## src/rtl/wb_pkg.sv

```systemverilog
// Shared types and constants for the register-file writeback writer.
package wb_pkg;

    localparam int unsigned ADDR_WIDTH = 5;
    localparam int unsigned DATA_WIDTH = 32;
    localparam int unsigned NUM_REGS   = 32;

    localparam logic [ADDR_WIDTH-1:0] REG_ZERO = '0;

    typedef struct packed {
        logic                  valid;
        logic [ADDR_WIDTH-1:0] rd;
        logic [DATA_WIDTH-1:0] data;
    } wb_entry_t;

    function automatic logic [NUM_REGS-1:0] reg_onehot(input logic [ADDR_WIDTH-1:0] r);
        logic [NUM_REGS-1:0] v;
        v    = '0;
        v[r] = 1'b1;
        return v;
    endfunction

endpackage

```

## src/rtl/wb_writer_if.sv

```systemverilog
// Writer-side bus: ALU/LSU result inputs, register-file write port, hazard and bypass signals.
interface wb_writer_if #(
    parameter int unsigned ADDR_WIDTH = wb_pkg::ADDR_WIDTH,
    parameter int unsigned DATA_WIDTH = wb_pkg::DATA_WIDTH
);

    logic                      ALU_VALID;
    logic [ADDR_WIDTH-1:0]     ALU_RD;
    logic [DATA_WIDTH-1:0]     ALU_DATA;
    logic                      LSU_VALID;
    logic                      LSU_READY;
    logic [ADDR_WIDTH-1:0]     LSU_RD;
    logic [DATA_WIDTH-1:0]     LSU_DATA;
    logic                      RF_WEN;
    logic [ADDR_WIDTH-1:0]     RF_RD_SEL;
    logic [DATA_WIDTH-1:0]     RF_WB_DATA;
    logic [wb_pkg::NUM_REGS-1:0] PENDING;
    logic [ADDR_WIDTH-1:0]     BYP_RS1_SEL;
    logic [ADDR_WIDTH-1:0]     BYP_RS2_SEL;
    logic                      BYP1_HIT;
    logic [DATA_WIDTH-1:0]     BYP1_DATA;
    logic                      BYP2_HIT;
    logic [DATA_WIDTH-1:0]     BYP2_DATA;

    modport master (
        output ALU_VALID, ALU_RD, ALU_DATA, LSU_VALID, LSU_RD, LSU_DATA,
               BYP_RS1_SEL, BYP_RS2_SEL,
        input  LSU_READY, RF_WEN, RF_RD_SEL, RF_WB_DATA, PENDING,
               BYP1_HIT, BYP1_DATA, BYP2_HIT, BYP2_DATA
    );

    modport slave (
        input  ALU_VALID, ALU_RD, ALU_DATA, LSU_VALID, LSU_RD, LSU_DATA,
               BYP_RS1_SEL, BYP_RS2_SEL,
        output LSU_READY, RF_WEN, RF_RD_SEL, RF_WB_DATA, PENDING,
               BYP1_HIT, BYP1_DATA, BYP2_HIT, BYP2_DATA
    );

endinterface

```

## src/rtl/wb_fifo.sv

```systemverilog
// LSU result buffer with per-register kill; lookup ports exist only with WB_WRITER_BYPASS_EN.
module wb_fifo import wb_pkg::*; #(
    parameter int unsigned DEPTH = 4
) (
    input  logic                  CLK,
    input  logic                  RESET,
    input  logic                  push_i,
    input  logic [ADDR_WIDTH-1:0] push_rd_i,
    input  logic [DATA_WIDTH-1:0] push_data_i,
    input  logic                  pop_i,
    input  logic                  kill_en_i,
    input  logic [ADDR_WIDTH-1:0] kill_rd_i,
    output wb_entry_t             head_o,
    output logic                  empty_o,
    output logic                  full_o,
`ifdef WB_WRITER_BYPASS_EN
    input  logic [ADDR_WIDTH-1:0] lk1_sel_i,
    input  logic [ADDR_WIDTH-1:0] lk2_sel_i,
    output logic                  lk1_hit_o,
    output logic [DATA_WIDTH-1:0] lk1_data_o,
    output logic                  lk2_hit_o,
    output logic [DATA_WIDTH-1:0] lk2_data_o,
`endif
    output logic [NUM_REGS-1:0]   live_mask_o
);

    localparam int unsigned PTR_W = $clog2(DEPTH);
    localparam int unsigned CNT_W = $clog2(DEPTH + 1);

    wb_entry_t        mem_q [DEPTH];
    wb_entry_t        mem_d [DEPTH];
    logic [PTR_W-1:0] wr_ptr_q, wr_ptr_d;
    logic [PTR_W-1:0] rd_ptr_q, rd_ptr_d;
    logic [CNT_W-1:0] count_q, count_d;

    // Kills are applied before the push so the new entry survives a same-rd kill.
    always_comb begin
        mem_d    = mem_q;
        wr_ptr_d = wr_ptr_q;
        rd_ptr_d = rd_ptr_q;
        count_d  = count_q;
        for (int unsigned i = 0; i < DEPTH; i++) begin
            if ((kill_en_i && mem_q[i].rd == kill_rd_i) || (push_i && mem_q[i].rd == push_rd_i))
                mem_d[i].valid = 1'b0;
        end
        if (pop_i) begin
            mem_d[rd_ptr_q].valid = 1'b0;
            rd_ptr_d              = rd_ptr_q + 1'b1;
        end
        if (push_i) begin
            mem_d[wr_ptr_q] = '{valid: 1'b1, rd: push_rd_i, data: push_data_i};
            wr_ptr_d        = wr_ptr_q + 1'b1;
        end
        if (push_i && !pop_i)
            count_d = count_q + 1'b1;
        else if (pop_i && !push_i)
            count_d = count_q - 1'b1;
    end

    always_ff @(posedge CLK) begin
        if (RESET) begin
            for (int unsigned i = 0; i < DEPTH; i++)
                mem_q[i] <= '0;
            wr_ptr_q <= '0;
            rd_ptr_q <= '0;
            count_q  <= '0;
        end else begin
            mem_q    <= mem_d;
            wr_ptr_q <= wr_ptr_d;
            rd_ptr_q <= rd_ptr_d;
            count_q  <= count_d;
        end
    end

    assign head_o  = mem_q[rd_ptr_q];
    assign empty_o = (count_q == '0);
    assign full_o  = (count_q == CNT_W'(DEPTH));

    always_comb begin
        live_mask_o = '0;
        for (int unsigned i = 0; i < DEPTH; i++)
            if (mem_q[i].valid)
                live_mask_o = live_mask_o | reg_onehot(mem_q[i].rd);
    end

`ifdef WB_WRITER_BYPASS_EN
    // At most one live entry per register, so the first match is the only match.
    always_comb begin
        lk1_hit_o  = 1'b0;
        lk1_data_o = '0;
        lk2_hit_o  = 1'b0;
        lk2_data_o = '0;
        for (int unsigned i = 0; i < DEPTH; i++) begin
            if (mem_q[i].valid && mem_q[i].rd == lk1_sel_i && lk1_sel_i != REG_ZERO) begin
                lk1_hit_o  = 1'b1;
                lk1_data_o = mem_q[i].data;
            end
            if (mem_q[i].valid && mem_q[i].rd == lk2_sel_i && lk2_sel_i != REG_ZERO) begin
                lk2_hit_o  = 1'b1;
                lk2_data_o = mem_q[i].data;
            end
        end
    end
`endif

endmodule

```

## src/rtl/wb_writer.sv

```systemverilog
// Register-file write-port arbiter: ALU first, buffered LSU results drained in idle slots.
// Optional bypass lookup enabled by defining WB_WRITER_BYPASS_EN.
module wb_writer #(
    parameter int unsigned ADDR_WIDTH = wb_pkg::ADDR_WIDTH,
    parameter int unsigned DATA_WIDTH = wb_pkg::DATA_WIDTH,
    parameter int unsigned FIFO_DEPTH = 4
) (
    input logic        CLK,
    input logic        RESET,
    wb_writer_if.slave bus
);

    import wb_pkg::*;

    logic                  wen_q, wen_d;
    logic [ADDR_WIDTH-1:0] sel_q, sel_d;
    logic [DATA_WIDTH-1:0] data_q, data_d;

    logic                  alu_wr;
    logic                  push;
    logic                  pop;
    logic                  head_live;
    logic                  fifo_empty;
    logic                  fifo_full;
    wb_entry_t             head;
    logic [NUM_REGS-1:0]   live_mask;

`ifdef WB_WRITER_BYPASS_EN
    logic                  fifo_hit1, fifo_hit2;
    logic [DATA_WIDTH-1:0] fifo_data1, fifo_data2;
    logic                  out_hit1, out_hit2;
`endif

    assign alu_wr    = bus.ALU_VALID && (bus.ALU_RD != REG_ZERO);
    assign push      = bus.LSU_VALID && !fifo_full && (bus.LSU_RD != REG_ZERO);
    assign head_live = !fifo_empty && head.valid;
    // Dead heads drain unconditionally; live heads only when the ALU leaves the slot free.
    assign pop       = !fifo_empty && (!head.valid || !alu_wr);

    wb_fifo #(.DEPTH(FIFO_DEPTH)) u_fifo (
        .CLK         (CLK),
        .RESET       (RESET),
        .push_i      (push),
        .push_rd_i   (bus.LSU_RD),
        .push_data_i (bus.LSU_DATA),
        .pop_i       (pop),
        .kill_en_i   (alu_wr),
        .kill_rd_i   (bus.ALU_RD),
        .head_o      (head),
        .empty_o     (fifo_empty),
        .full_o      (fifo_full),
`ifdef WB_WRITER_BYPASS_EN
        .lk1_sel_i   (bus.BYP_RS1_SEL),
        .lk2_sel_i   (bus.BYP_RS2_SEL),
        .lk1_hit_o   (fifo_hit1),
        .lk1_data_o  (fifo_data1),
        .lk2_hit_o   (fifo_hit2),
        .lk2_data_o  (fifo_data2),
`endif
        .live_mask_o (live_mask)
    );

    always_comb begin
        wen_d  = 1'b0;
        sel_d  = sel_q;
        data_d = data_q;
        if (alu_wr) begin
            wen_d  = 1'b1;
            sel_d  = bus.ALU_RD;
            data_d = bus.ALU_DATA;
        end else if (head_live) begin
            wen_d  = 1'b1;
            sel_d  = head.rd;
            data_d = head.data;
        end
    end

    always_ff @(posedge CLK) begin
        if (RESET) begin
            wen_q  <= 1'b0;
            sel_q  <= '0;
            data_q <= '0;
        end else begin
            wen_q  <= wen_d;
            sel_q  <= sel_d;
            data_q <= data_d;
        end
    end

    assign bus.LSU_READY  = !fifo_full;
    assign bus.RF_WEN     = wen_q;
    assign bus.RF_RD_SEL  = sel_q;
    assign bus.RF_WB_DATA = data_q;
    assign bus.PENDING    = (live_mask | (wen_q ? reg_onehot(sel_q) : '0)) & ~NUM_REGS'(1);

`ifdef WB_WRITER_BYPASS_EN
    // A FIFO match is always younger than the output stage, so it takes precedence.
    assign out_hit1      = wen_q && (sel_q == bus.BYP_RS1_SEL) && (bus.BYP_RS1_SEL != REG_ZERO);
    assign out_hit2      = wen_q && (sel_q == bus.BYP_RS2_SEL) && (bus.BYP_RS2_SEL != REG_ZERO);
    assign bus.BYP1_HIT  = fifo_hit1 || out_hit1;
    assign bus.BYP2_HIT  = fifo_hit2 || out_hit2;
    assign bus.BYP1_DATA = fifo_hit1 ? fifo_data1 : (out_hit1 ? data_q : '0);
    assign bus.BYP2_DATA = fifo_hit2 ? fifo_data2 : (out_hit2 ? data_q : '0);
`else
    logic unused_byp_sel;
    assign unused_byp_sel = ^{bus.BYP_RS1_SEL, bus.BYP_RS2_SEL};
    assign bus.BYP1_HIT   = 1'b0;
    assign bus.BYP2_HIT   = 1'b0;
    assign bus.BYP1_DATA  = '0;
    assign bus.BYP2_DATA  = '0;
`endif

endmodule

```

## src/flat_wrapper.sv

```systemverilog
// flat-port wrapper written by rule: the top's interface ports become plain ports
module wb_writer_flat import wb_pkg::*;
#(
    parameter int unsigned ADDR_WIDTH = wb_pkg::ADDR_WIDTH,
    parameter int unsigned DATA_WIDTH = wb_pkg::DATA_WIDTH,
    parameter int unsigned FIFO_DEPTH = 4
)
  (CLK, RESET, bus_ALU_VALID, bus_ALU_RD, bus_ALU_DATA, bus_LSU_VALID, bus_LSU_RD, bus_LSU_DATA, bus_BYP_RS1_SEL, bus_BYP_RS2_SEL, bus_LSU_READY, bus_RF_WEN, bus_RF_RD_SEL, bus_RF_WB_DATA, bus_PENDING, bus_BYP1_HIT, bus_BYP1_DATA, bus_BYP2_HIT, bus_BYP2_DATA);
  wb_writer_if #(.ADDR_WIDTH(ADDR_WIDTH), .DATA_WIDTH(DATA_WIDTH)) bus_i ();
  input logic CLK;
  input logic RESET;
  input wire logic [$bits(bus_i.ALU_VALID)-1:0] bus_ALU_VALID;
  input wire logic [$bits(bus_i.ALU_RD)-1:0] bus_ALU_RD;
  input wire logic [$bits(bus_i.ALU_DATA)-1:0] bus_ALU_DATA;
  input wire logic [$bits(bus_i.LSU_VALID)-1:0] bus_LSU_VALID;
  input wire logic [$bits(bus_i.LSU_RD)-1:0] bus_LSU_RD;
  input wire logic [$bits(bus_i.LSU_DATA)-1:0] bus_LSU_DATA;
  input wire logic [$bits(bus_i.BYP_RS1_SEL)-1:0] bus_BYP_RS1_SEL;
  input wire logic [$bits(bus_i.BYP_RS2_SEL)-1:0] bus_BYP_RS2_SEL;
  output wire logic [$bits(bus_i.LSU_READY)-1:0] bus_LSU_READY;
  output wire logic [$bits(bus_i.RF_WEN)-1:0] bus_RF_WEN;
  output wire logic [$bits(bus_i.RF_RD_SEL)-1:0] bus_RF_RD_SEL;
  output wire logic [$bits(bus_i.RF_WB_DATA)-1:0] bus_RF_WB_DATA;
  output wire logic [$bits(bus_i.PENDING)-1:0] bus_PENDING;
  output wire logic [$bits(bus_i.BYP1_HIT)-1:0] bus_BYP1_HIT;
  output wire logic [$bits(bus_i.BYP1_DATA)-1:0] bus_BYP1_DATA;
  output wire logic [$bits(bus_i.BYP2_HIT)-1:0] bus_BYP2_HIT;
  output wire logic [$bits(bus_i.BYP2_DATA)-1:0] bus_BYP2_DATA;
  assign bus_i.ALU_VALID = bus_ALU_VALID;
  assign bus_i.ALU_RD = bus_ALU_RD;
  assign bus_i.ALU_DATA = bus_ALU_DATA;
  assign bus_i.LSU_VALID = bus_LSU_VALID;
  assign bus_i.LSU_RD = bus_LSU_RD;
  assign bus_i.LSU_DATA = bus_LSU_DATA;
  assign bus_i.BYP_RS1_SEL = bus_BYP_RS1_SEL;
  assign bus_i.BYP_RS2_SEL = bus_BYP_RS2_SEL;
  assign bus_LSU_READY = bus_i.LSU_READY;
  assign bus_RF_WEN = bus_i.RF_WEN;
  assign bus_RF_RD_SEL = bus_i.RF_RD_SEL;
  assign bus_RF_WB_DATA = bus_i.RF_WB_DATA;
  assign bus_PENDING = bus_i.PENDING;
  assign bus_BYP1_HIT = bus_i.BYP1_HIT;
  assign bus_BYP1_DATA = bus_i.BYP1_DATA;
  assign bus_BYP2_HIT = bus_i.BYP2_HIT;
  assign bus_BYP2_DATA = bus_i.BYP2_DATA;
  wb_writer #(.ADDR_WIDTH(ADDR_WIDTH), .DATA_WIDTH(DATA_WIDTH), .FIFO_DEPTH(FIFO_DEPTH)) u_core (.CLK(CLK), .RESET(RESET), .bus(bus_i));
endmodule
```

## config.mk

```make
export PLATFORM = sky130hd
export DESIGN_NAME = wb_writer_flat
export DESIGN_NICKNAME = d
export VERILOG_FILES = /design/src/rtl/wb_pkg.sv /design/src/rtl/wb_writer_if.sv /design/src/rtl/wb_fifo.sv /design/src/rtl/wb_writer.sv /design/src/flat_wrapper.sv
export SDC_FILE = /design/constraint.sdc
export NUM_CORES = 1
export LEC_CHECK = 0
export CAP_MARGIN = 10
export CORE_ASPECT_RATIO = 1.25
export CORE_MARGIN = 2
export CORE_UTILIZATION = 48
export CTS_BUF_LIST = sky130_fd_sc_hd__clkbuf_2
export CTS_CLUSTER_SIZE = 14
export DETAILED_ROUTE_END_ITERATION = 16
export PLACE_DENSITY = 0.79
export SYNTH_ARGS = -nofsm -noshare
export SYNTH_HDL_FRONTEND = slang
export SYNTH_HIERARCHICAL = 1
export SYNTH_SLANG_ARGS = --single-unit
```

## constraint.sdc

```tcl
create_clock -name CLK -period 2.25 [get_ports CLK]
set_input_delay 0.225 -clock CLK [delete_from_list [all_inputs] [get_ports CLK]]
set_output_delay 0.225 -clock CLK [all_outputs]
set_load 0.005 [all_outputs]
```

## Yosys cells after proc, flatten, opt, wreduce, memory -nomap -nowiden

Index checks and enable logic that the tools add are counted.

| word-level totals | value |
|---|---|
| logic and storage cells | 127 |
| output and inout bits | 137 |
| flip-flop bits (word level) | 197 |

| cells by class | value |
|---|---|
| reductions and logical operators | 38 |
| equal/unequal tests | 9 |
| order comparisons | 14 |
| bitwise operators | 6 |
| muxes and demuxes | 38 |
| $add $sub $neg | 4 |

Operators with widths:

| cell | number |
|---|---|
| $bwmux W152 | 2 |
| $mux W152 | 2 |
| $mux W32 | 7 |
| $demux W38 S2 | 2 |
| $mux W38 | 4 |
| $or A32 B32 Y32 | 4 |
| $bmux W38 S2 | 1 |
| $eq A5 B5 Y1 | 8 |
| $lt A5 B6 Y1 const B | 5 |
| $demux W1 S5 | 5 |
| $ge A5 B1 Y1 const B | 5 |
| $logic_and A1 B1 Y1 | 22 |
| $mux W1 | 11 |
| $mux W5 | 2 |
| $reduce_bool A5 Y1 | 2 |
| $ge A3 B3 Y1 const B | 2 |
| $logic_not A1 Y1 | 6 |
| $lt A3 B1 Y1 const B | 2 |
| $mux W3 | 2 |
| $not A2 Y3 | 2 |
| $logic_or A1 B1 Y1 | 5 |
| $add A2 B1 Y2 const B | 2 |
| $reduce_bool A2 Y1 | 2 |
| $add A3 B1 Y3 const B | 1 |
| 3 further kinds | 3 |

## Logic depth before layout (Yosys ltp)

Gate-level depths: netlist of run 1.

| depth | value |
|---|---|
| word-level depth | 12 |
| gate-level depth with buffers | 13 |
| mapped depth without buffers | 11 |

## Modules after synthesis

The synthesis of run 1 kept the hierarchy.

Modules (own cells, without submodules):

| module | instances | cells an instance | sequential area each (µm²) | area each (µm²) |
|---|---|---|---|---|
| wb_fifo | 1 | 962 | 3183.1 | 8057.7 |
| wb_writer | 1 | 302 | 760.7 | 2743.9 |

## Least setup slack after synthesis of run 1

No wires, ideal clock.

| timing | value |
|---|---|
| kind | input to register |
| start point | input bus_ALU_RD[1] |
| end point | register u_core.u_fifo.count_q[2] |
| library setup time | 70 ps |
| stages | 13 |
| setup slack | -143 ps |
| data arrival time | 2323 ps |
| path through | nor4_4 a21o_1 buf_2 inv_2 a21oi_1 clkbuf_1 inv_1 ha_1 inv_1 fa_1 xor2_1 or3_1 a21oi_1 |

| between the ends | value |
|---|---|
| cells in the longest elaborated chain, start to end | 8 |
| elaborated cells between the ends (all ways) | 10 |
| classes of those cells | mux (1); reduce/logical (9) |

Ends and longest elaborated chain:

| item | RTL line | text |
|---|---|---|
| from (decl) | flat_wrapper.sv:13 | `input wire logic [$bits(bus_i.ALU_RD)-1:0] bus_ALU_RD;` |
| $reduce_bool A5 Y1 * | wb_writer.sv:34 | `assign alu_wr = bus.ALU_VALID && (bus.ALU_RD != REG_ZERO);` |
| $logic_and A1 B1 Y1 * | wb_writer.sv:34 |  |
| named net u_core.alu_wr | wb_writer.sv:19 | `logic alu_wr;` |
| $logic_not A1 Y1 * | wb_writer.sv:38 | `assign pop = !fifo_empty && (!head.valid \|\| !alu_wr);` |
| $logic_or A1 B1 Y1 * | wb_writer.sv:38 |  |
| $logic_and A1 B1 Y1 * | wb_writer.sv:38 |  |
| named net u_core.pop | wb_writer.sv:21 | `logic pop;` |
| $logic_not A1 Y1 | wb_fifo.sv:54 | `if (push_i && !pop_i)` |
| $logic_and A1 B1 Y1 | wb_fifo.sv:54 |  |
| $mux W3 / $reduce_bool A2 Y1 (equally long branches) | n/a |  |
| to (signal assigned) | wb_fifo.sv:71 | `count_q <= count_d;` |
| to (decl) | wb_fifo.sv:34 | `logic [CNT_W-1:0] count_q, count_d;` |

The timed path passes the listed nets; every way through them passes the cells marked *.
A chain may end at the register's enable or synchronous reset.

## Worst setup path after layout of run 1

| timing | value |
|---|---|
| start point | register u_core/u_fifo/mem_q[75] in the netlist's numbering |
| end point | output bus_PENDING[13] |

| between the ends | value |
|---|---|
| cells in the longest elaborated chain, start to end | 4 |

Ends and longest elaborated chain:

| item | RTL line | text |
|---|---|---|
| from (decl) | wb_fifo.sv:30 | `wb_entry_t mem_q [DEPTH];` |
| from (signal assigned) | wb_fifo.sv:68 | `mem_q <= mem_d;` |
| $mux W32 * | wb_fifo.sv:82 | `if (mem_q[i].valid)` |
| $or A32 B32 Y32 | wb_fifo.sv:83 | `live_mask_o = live_mask_o \| reg_onehot(mem_q[i].rd);` |
| $mux W32 * | wb_fifo.sv:82 |  |
| named net u_core.live_mask[13] | wb_writer.sv:26 | `logic [NUM_REGS-1:0] live_mask;` |
| $or A32 B32 Y32 * | wb_writer.sv:94 | `assign bus.PENDING = (live_mask \| (wen_q ? reg_onehot(sel_q) : '0)) & ~NUM_REGS'(1);` |
| to (decl) | flat_wrapper.sv:24 | `output wire logic [$bits(bus_i.PENDING)-1:0] bus_PENDING;` |

Marked as above.

==> metrics.md, run 1 <==
| Metric | Value |
|---|---|
| Synth warnings | `6` |
| CP Depth | `8` |
| Die height | `172 um` |
| First-pass GRT wire length | `53.5 mm` |
| Num CTS Buffers | `17` |
| CTS root buf | `clkbuf_2` |
| Worst VDD drop | `0.420 mV` |
| Core area | `22,100 um^2` |
| Clk pin slew, worst setup/hold paths | `0.32 ns` |
| I/O pins | `225` |
| Vias | `10,400` |
| Min Tclk post-route | `2.56 ns` |
| Vias in the first global route | `10,200` |
| CTS tree | `done` |
| Worst R2R Start | `u_core/u_fifo/mem_q[37]$_SDFF_PP0_` |
| Post-DP HPWL | `21.7 mm` |
| HP Class | `input pin to register` |
| P per Cell Area | `668 nW/um^2` |
| Dpl cell area | `12,600 um^2` |
| Critical path arrival | `2.33 ns` |
| CP endpoint | `bus_PENDING[13]` |
| Hold Slack | `0.0521 ns` |
| Area grow syn2layout | `30.3%` |
| Largest net degree at the start of global routing | `106` |
| Worst Path Required | `2.03 ns` |
| RR Endpoint | `u_core/u_fifo/count_q[2]$_SDFFE_PP0P_` |
| Iteration-0 DRC Markers | `852` |
| Max Used Layer | `met4` |
| CP Cell Sequence | `buf_6 -> nand3b_1 -> buf_6 -> buf_6 -> o22ai_2 -> a221o_1 -> o21bai_1 -> buf_2` |
| Routed len/inst | `19.9 um` |
| Worst-skew pair later-pin latency | `0.77 ns` |
| I/O Buffers | `147` |
| Final Cell Area | `14,100 um^2` |
| Pre-antenna DRT Iters | `5` |
| Dpl ws | `-0.420 ns` |
| Post-Syn Area | `10,800 um^2` |
| Met3 Wirelength | `2.50 mm` |
| Slew margin rel. | `49.4%` |
| # DRC | `0` |
| Layout cells sized above 1 | `26.0%` |
| Actual slew at the worst max-slew pin | `0.758 ns` |
| FP Rows | `61` |
| Clock Sink Count | `197` |
| Met1 WL | `13.1 mm` |
| Cells after Synth | `1,262` |
| # fillers | `1,809` |
| ANT nets after route | `0` |
| Critical Path Start Type | `register` |
| Crit path capture type | `output pin` |
| Die area | `23,700 um^2` |
| Layout net count | `1,560` |
| R2r setup slk | `-0.06 ns` |
| Total GRT Usage | `28.1%` |
| Met2 Routed Length | `17.5 mm` |
| Crit-path max FO | `6` |
| Max stage delay cell, worst path | `dfxtp_4` |
| Worst Setup SP | `u_core/u_fifo/mem_q[75]$_SDFF_PP0_` |
| CP Class | `register to output pin` |
| Vias per Instance | `5.93` |
| Final Skew | `0.0542 ns` |
| Total Wirelength | `35.1 mm` |
| Share of the clock period used by the worst path | `114%` |
| Mean Syn Cell Area | `8.55 um^2` |
| Max-Cap Viols | `0` |
| Max Slew Vio Count | `0` |
| RSZ-0062 raised after global routing | `true` |
| Gr ovfl total | `0` |
| # H-tree levels | `4` |
| Final Hold Vio Count | `0` |
| Final worst setup slack | `-0.310 ns` |
| Fmax | `391 MHz` |
| Run status | `finished with violations` |
| Final count of negative-setup-slack endpoints | `32` |
| CP max stage delay | `0.43 ns` |
| Failing checks | `setup timing` |
| Initial antenna violation count | `3` |
| Die Span X | `138 um` |
| Initial Utilization | `48.7%` |
| Top Family by Delay on Critical Path | `buffers and inverters` |
| Pleak | `5.14 nW` |
| Most frequent CP cell | `buf_6` |
| Critical path buffer and inverter count | `4` |
| R2R depth | `10` |
| Clock Tree Buf Depth | `2` |
| Tot Pwr | `9.39 mW` |
| Routability Congestion | `0.936` |
report_power, final:
| part | internal (mW) | switching [mW] |
|---|---|---|
| Clock | 0.554 | 1.28 |
| Combinational | 1.68 | 1.82 |
| Sequential | 3.81 | 0.250 |
| Total | 6.04 | 3.35 |
cell usage in the layout, fill, tap and decap left out, types with 5 or more instances in the layout:
cell	n
nand3_1	9
clkbuf_2	19
nand2_1	310
clkdlybuf4s50_1	115
buf_4	84
inv_1	7
mux4_2	38
and3b_2	5
buf_2	31
a221o_1	10
a21o_1	16
a211oi_1	66
a22oi_2	17
mux2i_1	40
buf_12	14
o221ai_2	13
dfxtp_2	15
dfxtp_1	163
nand3b_1	16
nor3b_4	7
dfxtp_4	19
xnor2_1	24
or3b_4	6
o22ai_2	8
ha_1	8
buf_6	53
nor2_1	11
conb_1	67
o21bai_1	16
xor2_1	20
a21oi_1	149
worst register-to-register path, cell delays in order, from the launching register on:
cell and delay (ns):
dfxtp_4 0.42, buf_6 0.11, mux4_2 0.51, a21oi_4 0.18
inv_2 0.06, ha_4 0.16, inv_2 0.06, fa_2 0.19
xor2_1 0.07, or3_1 0.36, a21oi_2 0.15
layer usage:
layer,vias to the layer above,track usage (%)
met3,150,4.45
met4,0,17.7
met5,-,0
met1,4973,31.9
li1,4733,-
met2,592,49.6
worst min-delay path by stage:
| stage | from | to | slack, ns | depth (start not counted) |
|---|---|---|---|---|
| 2_1_floorplan | bus_LSU_DATA[0] | u_core/u_fifo/mem_q[0]$_SDFFE_PP0P_ | 0.36 | 2 |
| 3_3_place_gp | u_core/u_fifo/mem_q[48]$_SDFFE_PP0P_ | u_core/u_fifo/mem_q[48]$_SDFFE_PP0P_ | 0.44 | 2 |
| 3_5_place_dp | u_core/u_fifo/mem_q[76]$_SDFFE_PP0P_ | u_core/u_fifo/mem_q[76]$_SDFFE_PP0P_ | 0.44 | 2 |
| 4_1_cts | bus_LSU_DATA[1] | u_core/u_fifo/mem_q[39]$_SDFFE_PP0P_ | 0.002 | 3 |
| 5_1_grt | bus_LSU_DATA[1] | u_core/u_fifo/mem_q[1]$_SDFFE_PP0P_ | 0.01 | 3 |
| 6_report | bus_LSU_DATA[1] | u_core/u_fifo/mem_q[77]$_SDFFE_PP0P_ | 0.05 | 3 |
metrics by stage:
| stage | TNS (ns) | cells | util [%] |
|---|---|---|---|
| after floorplan | 0 | 1328 | - |
| after global placement | -1.58 | 1654 | 56.8 |
| after detailed placement | -3.47 | 1654 | 56.8 |
| after CTS | -5.99 | 1743 | 62.4 |
| after global routing | -9.34 | 1761 | 63.5 |
| final | -6.62 | 1761 | 63.5 |
registers in the layout, summed over array words and instances, names as in the netlist:
name	cells
u_core/u_fifo/count_q	3
u_core/u_fifo/wr_ptr_q	2
u_core/u_fifo/rd_ptr_q	2
u_core/bus.RF_WEN	1
u_core/bus.RF_WB_DATA	32
u_core/bus.RF_RD_SEL	5
u_core/u_fifo/mem_q	152
timing repair:
| item | 4_1_cts | 5_1_grt |
|---|---|---|
| setup endpoints to repair | 33 | 35 |
| cloned | 1 | 0 |
| pin swaps | 46 | 35 |
| hold buffers | 1 | 1 |
| endpoints found under the hold margin | 63 | 1 |
| gates resized for setup | 304 | 32 |
| setup buffers | 63 | 20 |
cell type report:
class	count	area (um^2)	area share, %
clock inverters	14	165	1.17
clock buffers	18	90.1	0.641
multi-input cells	935	6520	46.4
diodes	3	7.51	0.0534
repair buffers	300	2840	20.2
flip-flops and latches	197	4030	28.7
inverters	11	45.0	0.320
well taps	283	354	2.52
(Power assumes the default switching activity.)
==> run 2, diff against run 1 <==
- CAP_MARGIN: 10 -> default
==> results of run 2 <==
The final DEF is identical to that of run 1; final timing and power are the same.
==> run 3, diff against run 2 <==
- SETUP_SLACK_MARGIN: default -> 0.3
==> run 3 against run 2 <==
The flow still finishes with violations (setup timing). Flip-flop and latch count did not move. Clock power is 9.8% lower. Critical path depth fell by 1. Critical path type unchanged. Largest cell class unchanged. Highest routed layer unchanged.
==> metrics.md, run 3 (synthesis results as in run 1) <==
| Metric | Value |
|---|---|
| Iteration-0 DRC Markers | `774 (was 852)` |
| Vias per Instance | `5.90 (was 5.93)` |
| Commonest cells after routing, fill and taps aside | `nand2_1 (312), a21oi_1 (149), dfxtp_1 (130), buf_4 (126), clkdlybuf4s50_1 (78) (was nand2_1 (310), dfxtp_1 (163), a21oi_1 (149), clkdlybuf4s50_1 (115), buf_4 (84))` |
| Critical path arrival | `2.37 ns (was 2.33 ns)` |
| Crit-path max FO | `6 (unchanged)` |
| R2r setup slk | `-0.09 ns (was -0.06 ns)` |
| Worst Path Required | `2.03 ns (about the same)` |
| Die area | `23,700 um^2 (unchanged)` |
| Fmax | `385 MHz (was 391 MHz)` |
| P per Cell Area | `643 nW/um^2 (was 668 nW/um^2)` |
| Critical Path Start Type | `register (unchanged)` |
| Layout net count | `1,615 (was 1,560)` |
| I/O pins | `225 (unchanged)` |
| Num CTS Buffers | `17 (unchanged)` |
| Area grow syn2layout | `34.8% (was 30.3%)` |
| Routed len/inst | `20.5 um (was 19.9 um)` |
| Hold depth | `3 (unchanged)` |
| Largest net degree at the start of global routing | `88 (was 106)` |
| Total GRT Usage | `29.6% (was 28.1%)` |
| CP max stage delay | `0.42 ns (was 0.43 ns)` |
| Final Skew | `0.0416 ns (was 0.0542 ns)` |
| Final worst setup slack | `-0.350 ns (was -0.310 ns)` |
| Max FFs per register | `152 (unchanged)` |
| Core area | `22,100 um^2 (unchanged)` |
| Slew margin rel. | `54.8% (was 49.4%)` |
| Routability Congestion | `1.00 (was 0.936)` |
| Layout cells sized above 1 | `30.4% (was 26.0%)` |
| Tot Pwr | `9.35 mW (was 9.39 mW)` |
| FF+latch area | `4100 um^2 (was 4030 um^2)` |
| Pleak | `5.81 nW (was 5.14 nW)` |
| Worst R2R Start | `u_core/u_fifo/mem_q[151]$_SDFF_PP0_ (was u_core/u_fifo/mem_q[37]$_SDFF_PP0_)` |
| Initial antenna violation count | `2 (was 3)` |
| RSZ-0062 raised after global routing | `true (unchanged)` |
| Hold Slack | `0.0471 ns (was 0.0521 ns)` |
| Final count of negative-setup-slack endpoints | `32 (unchanged)` |
| Die Span X | `138 um (unchanged)` |
| Clk pin slew, worst setup/hold paths | `0.27 ns (was 0.32 ns)` |
| Total Wirelength | `37.1 mm (was 35.1 mm)` |
| HP Class | `input pin to register (unchanged)` |
| Max-Cap Viols | `0 (unchanged)` |
| Final Hold Vio Count | `0 (unchanged)` |
| RR Endpoint | `u_core/u_fifo/count_q[2]$_SDFFE_PP0P_ (unchanged)` |
| Commonest non-fill, non-tap cell in the layout | `nand2_1 (unchanged)` |
| Worst VDD drop | `0.442 mV (was 0.420 mV)` |
| I/O Buffers | `147 (unchanged)` |
| Crit path capture type | `output pin (unchanged)` |
| Share of the clock period used by the worst path | `116% (was 114%)` |
| CP Class | `register to output pin (unchanged)` |
| FP Rows | `61 (unchanged)` |
| # DRC | `0 (unchanged)` |
| Failing checks | `setup timing (unchanged)` |
| # H-tree levels | `4 (unchanged)` |
| Largest Register | `u_core/u_fifo/mem_q (unchanged)` |
| ANT nets after route | `0 (unchanged)` |
| CP Cell Sequence | `buf_6 -> nand3b_1 -> buf_4 -> o22ai_2 -> a221o_2 -> o21bai_1 -> buf_2 (was buf_6 -> nand3b_1 -> buf_6 -> buf_6 -> o22ai_2 -> a221o_1 -> o21bai_1 -> buf_2)` |
| Actual slew at the worst max-slew pin | `0.678 ns (was 0.758 ns)` |
| Run status | `finished with violations (unchanged)` |
| Die height | `172 um (unchanged)` |
| R2R depth | `10 (unchanged)` |
| Area occupied by multi-input gates | `6460 um^2 (was 6520 um^2)` |
| First-pass GRT wire length | `55.6 mm (was 53.5 mm)` |
| CTS root buf | `clkbuf_2 (unchanged)` |
| Max Slew Vio Count | `0 (unchanged)` |
| Post-DP HPWL | `21.3 mm (was 21.7 mm)` |
| Worst Setup SP | `u_core/u_fifo/mem_q[72]$_SDFFE_PP0P_ (was u_core/u_fifo/mem_q[75]$_SDFF_PP0_)` |
| Max stage delay cell, worst path | `dfxtp_4 (unchanged)` |
| Gr ovfl total | `0 (unchanged)` |
| Clock Sink Count | `197 (unchanged)` |
| # fillers | `1,683 (was 1,809)` |
| Clock Tree Buf Depth | `2 (unchanged)` |
| Min Tclk post-route | `2.60 ns (was 2.56 ns)` |
| Pre-antenna DRT Iters | `6 (was 5)` |
| Vias in the first global route | `10,300 (was 10,200)` |
| Vias | `10,700 (was 10,400)` |
| CP endpoint | `bus_PENDING[20] (was bus_PENDING[13])` |
| Worst-skew pair later-pin latency | `0.79 ns (was 0.77 ns)` |
| CTS tree | `done (unchanged)` |
| Initial Utilization | `48.7% (unchanged)` |
==> run 3: through the flow <==
| stage | setup TNS [ns] | utilization [%] | setup WS [ns] | instance area (um^2) | cells |
|---|---|---|---|---|---|
| detailed placement | -2.67 | 56.8 | -0.327 | 12600 | 1649 |
| finish | -7.98 | 65.7 | -0.350 | 14500 | 1813 |
| global route | -11.22 | 65.7 | -0.434 | 14500 | 1813 |
| floorplan | 0 | - | 0.119 | 11100 | 1328 |
| CTS | -6.39 | 63.4 | -0.286 | 14000 | 1784 |
| global placement | -0.817 | 56.8 | -0.303 | 12600 | 1649 |
==> run 3: cell type report <==
| cell class | count | area share, % |
|---|---|---|
| Multi-Input combinational cell | 935 | 44.4 |
| Sequential cell | 197 | 28.2 |
| Timing Repair Buffer | 355 | 23.2 |
| Tap cell | 283 | 2.43 |
| Clock inverter | 10 | 0.748 |
| Clock buffer | 20 | 0.688 |
| Inverter | 11 | 0.361 |
| Antenna cell | 2 | 0.0344 |
==> run 3: timing repair <==
item / CTS / global route
buffers inserted: 101 / 22
cloned: 0 / 1
gates resized for setup: 324 / 83
hold buffers: 4 / 4
endpoints found under the setup margin: 77 / 85
pin swaps: 43 / 26
endpoints found under the hold margin: 80 / 6
==> run 3: worst min-delay path by stage <==
| stage | slack [ns] | start | endpoint |
|---|---|---|---|
| 2_1_floorplan | 0.36 | bus_LSU_DATA[0] | u_core/u_fifo/mem_q[0]$_SDFFE_PP0P_ |
| 3_3_place_gp | 0.44 | u_core/u_fifo/mem_q[124]$_SDFFE_PP0P_ | u_core/u_fifo/mem_q[124]$_SDFFE_PP0P_ |
| 3_5_place_dp | 0.44 | u_core/u_fifo/mem_q[66]$_SDFFE_PP0P_ | u_core/u_fifo/mem_q[66]$_SDFFE_PP0P_ |
| 4_1_cts | 0.0006 | bus_LSU_DATA[21] | u_core/u_fifo/mem_q[59]$_SDFFE_PP0P_ |
| 5_1_grt | 0.001 | bus_LSU_DATA[19] | u_core/u_fifo/mem_q[57]$_SDFFE_PP0P_ |
| 6_report | 0.05 | bus_LSU_DATA[19] | u_core/u_fifo/mem_q[57]$_SDFFE_PP0P_ |
==> run 3: metal layers <==
layer	GRT usage [%]	share of wire (%)	up-vias
met5	0	0	-
met4	18.6	7.0	0
met3	6.57	8.2	183
met2	52.5	50	635
met1	32.3	35	5069
li1	-	-	4813
==> run 3: where the power goes <==
group	total, mW	switching (mW)	internal, mW
Combinational	3.63	1.89	1.75
Sequential	4.06	0.242	3.82
Clock	1.66	1.16	0.501
Total	9.35	3.28	6.07
==> run 3: worst max-delay path, delay by kind of cell (launching register included) <==
family          cells  cell delay, ns
buf+inv             3            0.44
simple gates        1            0.22
flops               1            0.42
compound gates      3            0.53
